`config.mk`:
```
export PLATFORM = sky130hd
export DESIGN_NAME = clk_div_bank
export DESIGN_NICKNAME = d
export VERILOG_FILES = /design/src/rtl/clk_div_bank.sv
export SDC_FILE = /design/constraint.sdc
export NUM_CORES = 1
export LEC_CHECK = 0
export CORE_AREA = 2 2 259 261
export DETAILED_ROUTE_END_ITERATION = 8
export DIE_AREA = 0 0 261 263
export PLACE_DENSITY = 0.71
export SLEW_MARGIN = 40
export SYNTH_ARGS = -nofsm -noshare
export SYNTH_HDL_FRONTEND = slang
export SYNTH_SLANG_ARGS = --single-unit
```
`constraint.sdc`:
```
create_clock -name clock_in -period 6.6 [get_ports clock_in]
set_clock_uncertainty 0.2 [all_clocks]
set_input_delay 1.32 -clock clock_in [delete_from_list [all_inputs] [get_ports clock_in]]
set_output_delay 1.32 -clock clock_in [all_outputs]
set_load 0.02 [all_outputs]
```
`src/rtl/clk_div_bank.sv`:
```
// -----------------------------------------------------------------------------
// clk_div_bank
//   NUM_CH independent programmable clock dividers / tick generators.
//   Each channel produces a divided square wave, a one-cycle tick on the last
//   cycle of every period and, in one-shot mode, a one-cycle done pulse.
//   Divisor and mode are written into a shadow copy and only become active at
//   a period boundary (or immediately when an idle one-shot channel advances).
//
// Ports
//   clock_in     in   1       system clock
//   reset_n      in   1       asynchronous active-low reset
//   enable       in   1       global advance; low freezes all channel state
//   cfg_we       in   1       configuration write strobe (honoured regardless
//                             of enable)
//   cfg_ch       in   CH_W    target channel of the write
//   cfg_div      in   CNT_W   new period in clock_in cycles (>= 2)
//   cfg_oneshot  in   1       1 = one-shot mode, 0 = continuous
//   start        in   NUM_CH  per-channel one-shot trigger
//   clock_out    out  NUM_CH  divided square wave (high floor(div/2) cycles)
//   tick         out  NUM_CH  one-cycle pulse on the last cycle of a period
//   done         out  NUM_CH  tick of a one-shot period
//   cfg_err      out  1       one-cycle pulse after a rejected write
// -----------------------------------------------------------------------------
module clk_div_bank #(
  parameter int NUM_CH      = 4,
  parameter int CNT_W       = 26,
  parameter int DEFAULT_DIV = 50_000_000,
  parameter int CH_W        = (NUM_CH > 1) ? $clog2(NUM_CH) : 1
) (
  input  logic              clock_in,
  input  logic              reset_n,
  input  logic              enable,
  input  logic              cfg_we,
  input  logic [CH_W-1:0]   cfg_ch,
  input  logic [CNT_W-1:0]  cfg_div,
  input  logic              cfg_oneshot,
  input  logic [NUM_CH-1:0] start,
  output logic [NUM_CH-1:0] clock_out,
  output logic [NUM_CH-1:0] tick,
  output logic [NUM_CH-1:0] done,
  output logic              cfg_err
);

  typedef enum logic {
    ST_IDLE = 1'b0,
    ST_RUN  = 1'b1
  } state_t;

  localparam logic [CNT_W-1:0] LP_DEFAULT_DIV = CNT_W'(DEFAULT_DIV);
  localparam logic [CH_W:0]    LP_NUM_CH      = (CH_W + 1)'(NUM_CH);

  // A write is only accepted for an existing channel and a divisor of 2 or
  // more; the channel index is widened so non-power-of-two banks reject the
  // unused encodings.
  logic w_cfg_ok;
  assign w_cfg_ok = (cfg_div >= CNT_W'(2)) && ({1'b0, cfg_ch} < LP_NUM_CH);

  logic r_cfg_err;
  always_ff @(posedge clock_in or negedge reset_n) begin
    if (!reset_n) begin
      r_cfg_err <= 1'b0;
    end else begin
      // NOTE: sequential state always uses non-blocking assignments so every
      // register samples pre-edge values regardless of statement order.
      r_cfg_err <= cfg_we && !w_cfg_ok;
    end
  end
  assign cfg_err = r_cfg_err;

  for (genvar g = 0; g < NUM_CH; g++) begin : g_ch
    // Active configuration and counter
    logic [CNT_W-1:0] r_count;
    logic [CNT_W-1:0] r_div;
    logic             r_oneshot;
    state_t           r_state;
    // Shadow configuration
    logic [CNT_W-1:0] r_sh_div;
    logic             r_sh_oneshot;
    logic             r_pend;
    // Registered outputs
    logic             r_clk;
    logic             r_tick;
    logic             r_done;

    logic             w_wr;
    logic [CNT_W-1:0] w_sh_div_eff;
    logic             w_sh_os_eff;
    logic             w_pend_eff;
    logic [CNT_W-1:0] w_count_n;
    logic [CNT_W-1:0] w_div_n;
    logic             w_os_n;
    state_t           w_state_n;
    logic             w_pend_n;
    logic             w_tick_n;
    logic             w_clk_n;
    logic             w_done_n;

    always_comb begin
      // NOTE: every signal gets a default before any branch so the block is
      // purely combinational and no latch is inferred.
      w_wr         = cfg_we && w_cfg_ok && (cfg_ch == CH_W'(g));
      // A write landing on the apply edge itself is folded in directly, so
      // the last write always wins even on the wrap edge.
      w_sh_div_eff = w_wr ? cfg_div     : r_sh_div;
      w_sh_os_eff  = w_wr ? cfg_oneshot : r_sh_oneshot;
      w_pend_eff   = w_wr || r_pend;
      w_count_n    = r_count;
      w_div_n      = r_div;
      w_os_n       = r_oneshot;
      w_state_n    = r_state;
      w_pend_n     = w_pend_eff;

      unique case (r_state)
        ST_RUN: begin
          if (r_count == r_div - CNT_W'(1)) begin
            w_count_n = '0;
            if (w_pend_eff) begin
              w_div_n  = w_sh_div_eff;
              w_os_n   = w_sh_os_eff;
              w_pend_n = 1'b0;
            end
            // A one-shot period ends here; a channel switched to one-shot at
            // this wrap also lands in IDLE.
            w_state_n = w_os_n ? ST_IDLE : ST_RUN;
          end else begin
            w_count_n = r_count + CNT_W'(1);
          end
        end
        default: begin
          w_count_n = '0;
          if (w_pend_eff) begin
            w_div_n  = w_sh_div_eff;
            w_os_n   = w_sh_os_eff;
            w_pend_n = 1'b0;
          end
          // Leaving IDLE either by trigger or by a switch to continuous mode;
          // the first running cycle is count 0.
          if (!w_os_n || start[g]) begin
            w_state_n = ST_RUN;
          end
        end
      endcase

      w_tick_n = (w_state_n == ST_RUN) && (w_count_n == w_div_n - CNT_W'(1));
      w_clk_n  = (w_state_n == ST_RUN) && (w_count_n < (w_div_n >> 1));
      w_done_n = w_tick_n && w_os_n;
    end

    always_ff @(posedge clock_in or negedge reset_n) begin
      if (!reset_n) begin
        // NOTE: the shadow copy and pending flag are reset along with the
        // active state so a write in flight at reset is discarded.
        r_count      <= '0;
        r_div        <= LP_DEFAULT_DIV;
        r_oneshot    <= 1'b0;
        r_state      <= ST_RUN;
        r_sh_div     <= LP_DEFAULT_DIV;
        r_sh_oneshot <= 1'b0;
        r_pend       <= 1'b0;
        r_clk        <= 1'b0;
        r_tick       <= 1'b0;
        r_done       <= 1'b0;
      end else begin
        r_sh_div     <= w_sh_div_eff;
        r_sh_oneshot <= w_sh_os_eff;
        if (enable) begin
          r_count   <= w_count_n;
          r_div     <= w_div_n;
          r_oneshot <= w_os_n;
          r_state   <= w_state_n;
          r_pend    <= w_pend_n;
          r_clk     <= w_clk_n;
          r_tick    <= w_tick_n;
          r_done    <= w_done_n;
        end else begin
          // Writes still land in the shadow while frozen; nothing is applied.
          r_pend <= w_pend_eff;
        end
      end
    end

    assign clock_out[g] = r_clk;
    assign tick[g]      = r_tick;
    assign done[g]      = r_done;
  end

endmodule

```
**Word level (Yosys, flattened, before mapping)**

Index checks and enable logic that the tools add are counted.

- Add/sub/neg operators: 12
- Multipliers: 0
- Divide/modulo/power cells: 0
- Order comparisons: 5
- Equality and inequality tests: 11
- Shifts and indexed selects: 0
- Multiplexer cells: 80
- Bitwise logic cells: 0
- Reductions and logical operators: 32

Operators by type and width:

| kind | count |
|---|---|
| 26-bit two-way mux | 24 |
| 26-bit equality test | 8 |
| 26-bit by 1-bit subtractor with 26-bit output, second input constant | 8 |
| 26-bit by 1-bit adder with 26-bit output, second input constant | 4 |
| 26-bit by 25-bit < comparator with 1-bit output | 4 |
| 1-bit two-way mux | 56 |
| 26-bit by 2-bit >= comparator with 1-bit output, second input constant | 1 |
| 1-bit logical AND | 18 |
| 1-bit logical OR | 8 |
| 1-bit logical NOT | 5 |
| 2-bit equality test, second input constant | 2 |
| 2-bit by 1-bit equality test with 1-bit output, second input constant | 1 |
| 2-bit logical NOT | 1 |

- Flip-flop bits (word level): 341
- Latch bits: 0
- RAM bits: 0
- ROM bits: 0
- Input bits: 37
- Output and inout port bits: 13
- Memories: 0

**Depth between registers and ports, before layout**

Gate-level depths: netlist (run 1).

- Word-level depth: 12
- Gate-level depth with buffers: 31

**Least setup slack after synthesis (run 1)**

No wires, ideal clock.

- Path type: input to register
- From: input cfg_div[7]
- To: register g_ch[0].r_done
- Setup time: 68 ps
- Arrival: 6,402 ps
- Data required time: 6,332 ps
- Path slack: -70 ps
- Cell stages on the path: 24
- Path buffers: 6
- Cell sequence: clkbuf_1 -> nor4_1 -> nand4_1 -> o21ai_1 -> clkbuf_1 -> clkbuf_1 -> clkbuf_1 -> clkbuf_1 -> nand2_1 -> nand2_1 -> nand2_1 -> a21boi_0 -> ha_1 -> buf_1 -> xnor2_1 -> xnor2_1 -> nand4_1 -> or3_1 -> nor3_1 -> o211ai_1 -> a2111oi_2 -> nand4_1 -> nor4b_2 -> a32o_1

- Elaborated cells between the ends (all ways): 25

RTL lines:

| element | RTL line | RTL |
|---|---|---|
| from (decl) | 35 | `input logic [CNT_W-1:0] cfg_div,` |
| 26-bit by 2-bit >= comparator with 1-bit output * | 56 | `assign w_cfg_ok = (cfg_div >= CNT_W'(2)) && ({1'b0, cfg_ch} < LP_NUM_CH);` |
| 1-bit logical AND * (2 in series) | 101 | `w_wr = cfg_we && w_cfg_ok && (cfg_ch == CH_W'(g));` |
| 26-bit two-way mux * | 104 | `w_sh_div_eff = w_wr ? cfg_div : r_sh_div;` |
| via g_ch[0].w_sh_div_eff[1] | 86 | `logic [CNT_W-1:0] w_sh_div_eff;` |
| 26-bit two-way mux * | 117, 131 |  |
| 26-bit two-way mux | 115 | `if (r_count == r_div - CNT_W'(1)) begin` |
| 26-bit two-way mux * | 113 | `unique case (r_state)` |
| 26-bit by 1-bit subtractor with 26-bit output * | 144 | `w_tick_n = (w_state_n == ST_RUN) && (w_count_n == w_div_n - CNT_W'(1));` |
| 26-bit equality test * | 144 |  |
| 1-bit logical AND * | 144 |  |
| 1-bit logical AND * | 146 | `w_done_n = w_tick_n && w_os_n;` |
| to (signal assigned) | 174 | `r_done <= w_done_n;` |
| to (decl) | 83 | `logic r_done;` |

Mark *: on every way through the listed nets, which the timed path passes. The rest lies on a longest branch. The select of a mux whose other input is x is not followed.
A chain may end at the register's enable or synchronous reset.

**Worst setup path in the final report (run 1)**

- From: register g_ch[2].r_div[15]
- To: register g_ch[2].r_clk

- Word-level cells in the longest chain between the ends: 6
- Elaborated cells between the ends (all ways): 11

RTL lines:

| element | RTL line | RTL |
|---|---|---|
| from (decl) | 73 | `logic [CNT_W-1:0] r_div;` |
| from (signal assigned) | 168 | `r_div <= w_div_n;` |
| 26-bit by 1-bit subtractor with 26-bit output | 115 |  |
| 26-bit equality test | 115 |  |
| 26-bit two-way mux | 115 |  |
| 26-bit two-way mux | 113 |  |
| 26-bit by 25-bit < comparator with 1-bit output | 145 | `w_clk_n = (w_state_n == ST_RUN) && (w_count_n < (w_div_n >> 1));` |
| 1-bit logical AND * | 145 |  |
| to (signal assigned) | 172 | `r_clk <= w_clk_n;` |
| to (decl) | 81 | `logic r_clk;` |

Every way passes the cells marked *; elsewhere a longest branch is shown, timed or not.

==> results of run 1 <==
[power groups by stage]
stage	registers (W)	clock network, W	logic (W)
2_1_floorplan	0.00276	0	0.00348
3_5_place_dp	0.00320	0	0.00446
3_3_place_gp	0.00319	0	0.00443
6_report	0.00320	0.00251	0.00458
4_1_cts	0.00317	0.00257	0.00449
5_1_grt	0.00326	0.00265	0.00503
[routing by layer]
layer,global-route usage (%),vias up
met5,0,-
met4,7.74,4
met3,5.85,164
met2,42.7,1055
met1,40.6,13200
li1,-,13000
[worst register-to-register path, stage by stage, from the launching register on]
cell and delay (ps):
dfstp_2 430, or4_1 670, or2_0 290, a2111oi_0 400
o22ai_1 200, or4_1 650, o21ai_4 410, buf_4 300
nand2_1 90, o21ai_0 170, ha_1 320, a21o_1 160
a21oi_1 160, nor2b_1 60, o21ai_0 140, nand2b_1 80
a21oi_1 140, nor2b_1 60, a2111oi_0 550, buf_4 210
o21ai_0 90, a21oi_1 150, o22a_1 140
[layout make-up]
type                            instances  area share, %
Tap cell                              864           3.28
Clock inverter                         21          0.824
Sequential cell                       341           26.3
Multi-Input combinational cell       2968           59.0
Clock buffer                           59           3.70
Timing Repair Buffer                  229           5.95
Inverter                               87          0.991
[final timing paths]
| path | startpoint | endpoint | cells after the start |
|---|---|---|---|
| max | g_ch[2].r_div[15]$_DFFE_PN1P_ | g_ch[2].r_clk$_DFFE_PN0P_ | 22 |
| min | g_ch[2].r_sh_div[17]$_DFF_PN1_ | g_ch[2].r_sh_div[17]$_DFF_PN1_ | 2 |
| max reg2reg | g_ch[2].r_div[15]$_DFFE_PN1P_ | g_ch[2].r_clk$_DFFE_PN0P_ | 22 |
| min reg2reg | g_ch[2].r_sh_div[17]$_DFF_PN1_ | g_ch[2].r_sh_div[17]$_DFF_PN1_ | 2 |
| max in group asynchronous | reset_n | g_ch[3].r_div[9]$_DFFE_PN0P_ | 3 |
| min in group asynchronous | reset_n | g_ch[0].r_count[8]$_DFFE_PN0P_ | 1 |
[registers in the layout, indices dropped and copies added, names as in the netlist]
signal and flops:
g_ch.r_count 104, g_ch.r_pend 4, cfg_err 1, g_ch.r_div 104, g_ch.r_sh_oneshot 4, g_ch.r_tick 4
g_ch.r_clk 4, g_ch.r_state 4, g_ch.r_sh_div 104, g_ch.r_oneshot 4, g_ch.r_done 4
[timing repair]
action                                  in CTS  in global routing
setup buffers                                0                  0
endpoints found under the setup margin       0                  5
resized for setup                            0                  9
[layout by cell type (no fill, tap or decap), types with 102 or more instances in the layout]
cell type  Yosys  final
mux2i_1      140    140
a21oi_1      160    159
buf_4         16    171
mux2_2       144    144
dfrtp_1      241    239
nor2_1       349    346
xnor2_1      191    191
ha_1         108    107
nand2_1      537    535
o21ai_0      221    221
nand3_1      102    102
xor2_1       149    149
[stage by stage]
step	std cells	util (%)	worst slack, ps	hold WS [ps]	instance area, sq um
floorplan	3671	-	13.9	236	29400
global placement	4487	47.8	189	244	31400
detailed placement	4487	47.8	173	248	31400
CTS	4567	50.1	372	258	32900
global route	4569	50.2	31.9	270	32900
finish	4569	50.2	443	257	32900
[kinds of logic after synthesis]
family	count (synthesis)	share of synthesized area, %
AND/OR/NAND/NOR	1518	24.8
AO/OA/AOI/OAI	712	15.4
buffers and inverters	362	4.96
XOR/XNOR	343	10.4
flip-flops	341	29.4
multiplexers	287	10.4
adder cells (fa/ha/maj)	108	4.59
==> insert_results.sql, run 1 <==
INSERT INTO impl_metrics (metric_group, metric, value, unit) VALUES
('synth', 'yosysTopAreaCellShare', '20.5', '%'),
('synth', 'ys_top_cells_by_area', 'dfrtp_1, dfstp_2, nand2_1', ''),
('synth', 'synth_seq_area_share', '29.4', '%'),
('floorplanning', 'dieArea', '68600', 'sq um'),
('floorplanning', 'number_of_top_level_design_ports', '50', ''),
('sta', 'setup_total_negative_slack', '0', 'ps'),
('synth', 'yosys.cell_count.top_type', 'nand2_1', ''),
('drt', 'detailedRoute.firstIterationViolations', '2824', ''),
('synth', 'synthFlopType', 'dfrtp_1', ''),
('drt', 'detailroute.wirelength.met2', '43.1', 'mm'),
('cells_and_area', 'number_of_fillers_in_the_final_layout', '6296', ''),
('drt', 'detailroute.via_count', '27500', ''),
('drt', 'routed-wl-met3', '8.18', 'mm'),
('cells_and_area', 'antenna_cells', '0', ''),
('synth', 'synth_edf_count', '0', ''),
('cells_and_area', 'layout-drive-gt1-share', '14.9', '%'),
('sta', 'max_slew_margin', '35.3', '%'),
('setup_path', 'worst-setup-path-type', 'flop to flop', ''),
('synth', 'netlist_instances', '3671', ''),
('placement', 'finalWeightedCongestion', '1.00', ''),
('sta', 'final_hold_viol_count', '0', ''),
('synth', 'synth_top_cells_by_count', 'nand2_1, nor2_1, dfrtp_1', ''),
('setup_path', 'end_kind', 'flop', ''),
('clocking', 'clk_pin_slew_worst_paths', '60', 'ps'),
('setup_path', 'worstPathCellList', 'or4_1 > or2_0 > a2111oi_0 > o22ai_1 > or4_1 > o21ai_4 > buf_4 > nand2_1 > o21ai_0 > ha_1 > a21o_1 > a21oi_1 > nor2b_1 > o21ai_0 > nand2b_1 > a21oi_1 > nor2b_1 > a2111oi_0 > buf_4 > o21ai_0 > a21oi_1 > o22a_1', ''),
('cells_and_area', 'layout.area.seq', '8660', 'sq um'),
('floorplanning', 'core_area', '65600', 'sq um'),
('setup_path', 'crit_path_max_fanout', '13', ''),
('drt', 'drc', '0', ''),
('cells_and_area', 'multiInputGateArea', '19400', 'sq um'),
('clocking', 'clock_insertion_delay_worst_skew', '600', 'ps'),
('pwr', 'switchingPower', '0.00433', 'W'),
('clocking', 'clk_path_buf_depth', '3', ''),
('pwr', 'internal-power', '0.00597', 'W'),
('run_status', 'run_status', 'complete, no violations', ''),
('sta', 'timing.final.crit_period', '6160', 'ps'),
('setup_path', 'worst_ep_arrival_time', '6490', 'ps'),
('clocking', 'cts_num_sinks', '341', ''),
('clocking', 'cts_buffers', '43', ''),
('setup_path', 'critPathBufInv', '2', ''),
('global_routing', 'grt.total_usage', '28.2', '%'),
('clocking', 'tritoncts', 'yes', ''),
('cells_and_area', 'layout.nets', '3815', ''),
('setup_path', 'data_required_time_of_the_critical_path', '6930', 'ps'),
('hold_path', 'hold_path_class', 'flop to flop', ''),
('sta', 'fmaxAchievable', '162', 'MHz'),
('sta', 'rsz0062_at_grt', 'no', ''),
('sta', 'report.final.setup_viol', '0', ''),
('clocking', 'clk_root_buffer_cell', 'clkbuf_16', ''),
('drt', 'detail_route.vias_per_cell', '6.02', ''),
('clocking', 'ctsHoldBuffers', '0', ''),
('synth', 'postSynth.asyncResetShare', '100', '%'),
('setup_path', 'timing.critical_path.max_delay_family', 'compound AO/OA/AOI/OAI gates', ''),
('synth', 'postSynthRegisterBits', '341', ''),
('placement', 'post-dp-hpwl', '74.0', 'mm'),
('global_routing', 'grt_start_max_net_pins', '114', ''),
('placement', 'number_of_port_buffers', '49', ''),
('drt', 'detail-route-antenna-nets', '0', ''),
('setup_path', 'reg2reg_setup_slack', '440', 'ps'),
('pwr', 'p_comb_share', '44.5', '%'),
('drt', 'route.final.wire_length', '98.1', 'mm'),
('setup_path', 'worstSetupStartpointType', 'flop', ''),
('synth', 'net_count_of_the_mapped_netlist', '3816', ''),
('pwr', 'power_frac_seq', '31.1', '%'),
('floorplanning', 'placementRows', '94', ''),
('clocking', 'cts_htree_levels', '2', ''),
('drt', 'highest-signal-layer', 'met5', ''),
('drt', 'detail_route.wl_per_cell', '21.5', 'um'),
('synth', 'synth.cell_area', '29400', 'sq um'),
('synth', 'postSynthAreaPerCell', '8.01', 'sq um'),
('global_routing', 'first_global_vias', '25800', '');
Power figures use the tool's default switching activity.
==> run 2: changes to the inputs <==
PLACE_DENSITY = 0.72   (was 0.71)
==> run 2 against run 1 <==
  * Register-to-register slack got worse by 80 ps
  * Die area did not move
  * First-iteration DRC count rose by 4.9%
  * Non-clock buffer count rose by 163
  * Sequential power barely moved
  * Combinational power rose by 5.7%
  * Critical path depth did not move
  * Final area rose by 3.7%
  * Hold slack improved by 3.2 ps
  * Utilization rose by 1.9 points
  * Sequential cell count did not move
  * Clock power barely moved
  * Largest cell class unchanged
  * Highest routed layer unchanged
==> insert_results.sql, run 2 (same netlist as run 1, synthesis figures left out) <==
INSERT INTO impl_metrics (metric_group, metric, value, unit) VALUES
('drt', 'drc', '0', ''),
('setup_path', 'end_kind', 'flop', ''),
('cells_and_area', 'layout-drive-gt1-share', '18.4', '%'),
('global_routing', 'grt.total_usage', '28.6', '%'),
('drt', 'detail-route-antenna-nets', '0', ''),
('job', 'cap_viol_max_count', '0', ''),
('setup_path', 'data_required_time_of_the_critical_path', '6920', 'ps'),
('floorplanning', 'dieArea', '68600', 'sq um'),
('cells_and_area', 'synthesis_to_layout_area_growth', '16.2', '%'),
('floorplanning', 'number_of_top_level_design_ports', '50', ''),
('floorplanning', 'dieHeight', '263', 'um'),
('drt', 'route.final.wire_length', '99.2', 'mm'),
('setup_path', 'rr_startpoint', 'g_ch[0].r_div[1]$_DFFE_PN0P_', ''),
('drt', 'detailedRoute.firstIterationViolations', '2961', ''),
('clocking', 'cts_buffers', '42', ''),
('placement', 'number_of_port_buffers', '49', ''),
('cells_and_area', 'most_common_cell_after_layout_fill_and_taps_aside', 'nand2_1', ''),
('setup_path', 'timing.rr.end', 'g_ch[0].r_done$_DFFE_PN0P_', ''),
('sta', 'max_slew_margin', '45.0', '%'),
('floorplanning', 'floorplan.initialDensity', '44.8', '%'),
('floorplanning', 'placementRows', '94', ''),
('clocking', 'clock_insertion_delay_worst_skew', '590', 'ps'),
('sta', 'final_cycle_utilization_of_the_critical_path', '94.5', '%'),
('global_routing', 'antenna_violations_before_repair', '2', ''),
('sta', 'fmaxAchievable', '160', 'MHz'),
('setup_path', 'worstSetupStartpointType', 'flop', ''),
('setup_path', 'worst-setup-path-type', 'flop to flop', ''),
('hold_path', 'whs_path_depth', '2', ''),
('clocking', 'tritoncts', 'yes', ''),
('clocking', 'clk_path_buf_depth', '3', ''),
('drt', 'detail_route.wl_per_cell', '21.0', 'um'),
('pwr', 'power.density_cell_area', '310', 'nW/um^2'),
('clocking', 'clk_root_buffer_cell', 'clkbuf_16', ''),
('sta', 'report.final.setup_viol', '0', ''),
('global_routing', 'first_global_vias', '27100', ''),
('setup_path', 'worst_reg2reg_path_depth', '22', ''),
('run_status', 'run_status', 'complete, no violations', ''),
('hold_path', 'hold-path-endpoint', 'g_ch[2].r_sh_div[12]$_DFF_PN1_', ''),
('global_routing', 'grt_overflow_total', '0', ''),
('floorplanning', 'core_area', '65600', 'sq um'),
('cells_and_area', 'mostFrequentLayoutCells', 'nand2_1, nor2_1, buf_4, dfrtp_1, o21ai_0', ''),
('cells_and_area', 'layout.nets', '3977', ''),
('pwr', 'vdd_drop_max', '0.000167', 'V'),
('setup_path', 'crit_path_max_fanout', '8', ''),
('clocking', 'clk_pin_slew_worst_paths', '60', 'ps'),
('placement', 'inst_count_dp', '4649', ''),
('cells_and_area', 'finalNonFillerCells', '4729', ''),
('setup_path', 'reg2reg_setup_slack', '370', 'ps'),
('hold_path', 'hold_path_class', 'flop to flop', ''),
('setup_path', 'worst_ep_arrival_time', '6550', 'ps'),
('clocking', 'cts_num_sinks', '341', ''),
('sta', 'worst-slew-pin-transition', '822', 'ps'),
('floorplanning', 'die_w', '261', 'um'),
('sta', 'timing.final.crit_period', '6230', 'ps'),
('drt', 'detailroute.via_count', '28500', ''),
('sta', 'final_hold_viol_count', '0', ''),
('sta', 'timing_max_transition_violations_final', '0', ''),
('placement', 'finalWeightedCongestion', '1.01', ''),
('clocking', 'cts_htree_levels', '2', ''),
('global_routing', 'grt_start_max_net_pins', '128', ''),
('hold_path', 'hold_path_origin', 'g_ch[2].r_sh_div[12]$_DFF_PN1_', ''),
('pwr', 'cellLeakagePower', '15.2', 'nW'),
('global_routing', 'grt_pass1_wl', '156', 'mm'),
('pwr', 'total_power', '0.0106', 'W'),
('cells_and_area', 'antenna_cells', '0', ''),
('drt', 'drtPass1Iterations', '9', ''),
('placement', 'post-dp-hpwl', '74.6', 'mm'),
('cells_and_area', 'layout_top_registers', 'g_ch.r_count: 104 flops, g_ch.r_div: 104 flops, g_ch.r_sh_div: 104 flops', ''),
('drt', 'detail_route.vias_per_cell', '6.02', '');
-- run 2: cell count changes in the layout (fill, tap and decap cells not counted), sizes merged --
cell | previous run | this run
buf | 182 | 345
clkinv | 10 | 3
clkinvlp | 6 | 10
bufinv | 5 | 6
clkbuf | 59 | 58
-- run 2: report_power, final --
part           leakage (nW)  internal (W)  switching [W]  total (W)
Combinational          10.3       0.00214        0.00271    0.00484
Clock                 0.695       0.00152        0.00101    0.00253
Sequential             4.19       0.00255       0.000670    0.00322
Total                  15.2       0.00621        0.00438     0.0106
-- run 2: layout make-up --
cell class	count	area, sq um
fill	6241	31500
multi-input combinational	2968	19400
sequential	341	8660
timing repair buffer	392	3200
clock buffer	58	1210
tap	864	1080
inverter	87	327
clock inverter	19	278
-- run 2: metal layers --
| layer | share of wire (%) | GRT usage [%] | up-vias |
|---|---|---|---|
| met1 | 44 | 40.1 | 13700 |
| li1 | - | - | 13300 |
| met2 | 44 | 44.4 | 1158 |
| met4 | 3.5 | 9.69 | 4 |
| met5 | 0.026 | 0 | - |
| met3 | 8.2 | 4.64 | 224 |
-- run 2: through the flow --
step | util [%] | setup TNS [ps] | hold WS, ps | setup slack [ps] | area, sq um
global placement | 49.7 | 0 | 243 | 311 | 32600
global route | 52.1 | -67.0 | 275 | -43.7 | 34200
CTS | 52.0 | 0 | 260 | 278 | 34100
floorplan | - | 0 | 236 | 13.9 | 29400
detailed placement | 49.7 | 0 | 250 | 159 | 32600
finish | 52.1 | 0 | 260 | 366 | 34200
-- run 2: timing repair --
item                       in CTS  in global routing
resized for setup               0                  2
hold buffers                    0                  0
setup endpoints to repair       0                  7
buffers inserted                0                  2
-- run 2: worst max-delay path by stage --
stage                                            start                    endpoint  slack [ps]  depth (start not counted)
after floorplan                             cfg_div[7]  g_ch[0].r_done$_DFFE_PN0P_          10                         24
after global placement                     cfg_div[21]   g_ch[2].r_clk$_DFFE_PN0P_         310                         24
after detailed placement                   cfg_div[21]  g_ch[2].r_done$_DFFE_PN0P_         160                         17
after CTS                 g_ch[0].r_div[1]$_DFFE_PN0P_  g_ch[0].r_done$_DFFE_PN0P_         280                         22
after global routing      g_ch[3].r_div[1]$_DFFE_PN0P_  g_ch[3].r_tick$_DFFE_PN0P_         -40                         24
final                     g_ch[0].r_div[1]$_DFFE_PN0P_  g_ch[0].r_done$_DFFE_PN0P_         370                         22
-- run 2: worst max-delay path: stages (launching register included) --
cell	delay, ps
dfrtp_1	500
inv_1	130
ha_1	260
nor3b_4	350
nand4_1	170
xnor2_1	160
or4_1	530
a211o_1	350
o41a_1	550
nor2_2	210
nand2_1	100
a21boi_0	130
ha_1	310
xnor2_1	210
xnor2_1	140
nand4_1	110
or3_1	370
nor3_1	130
o211ai_1	170
a2111oi_2	420
nand4_1	160
nor4b_2	310
a32o_1	200
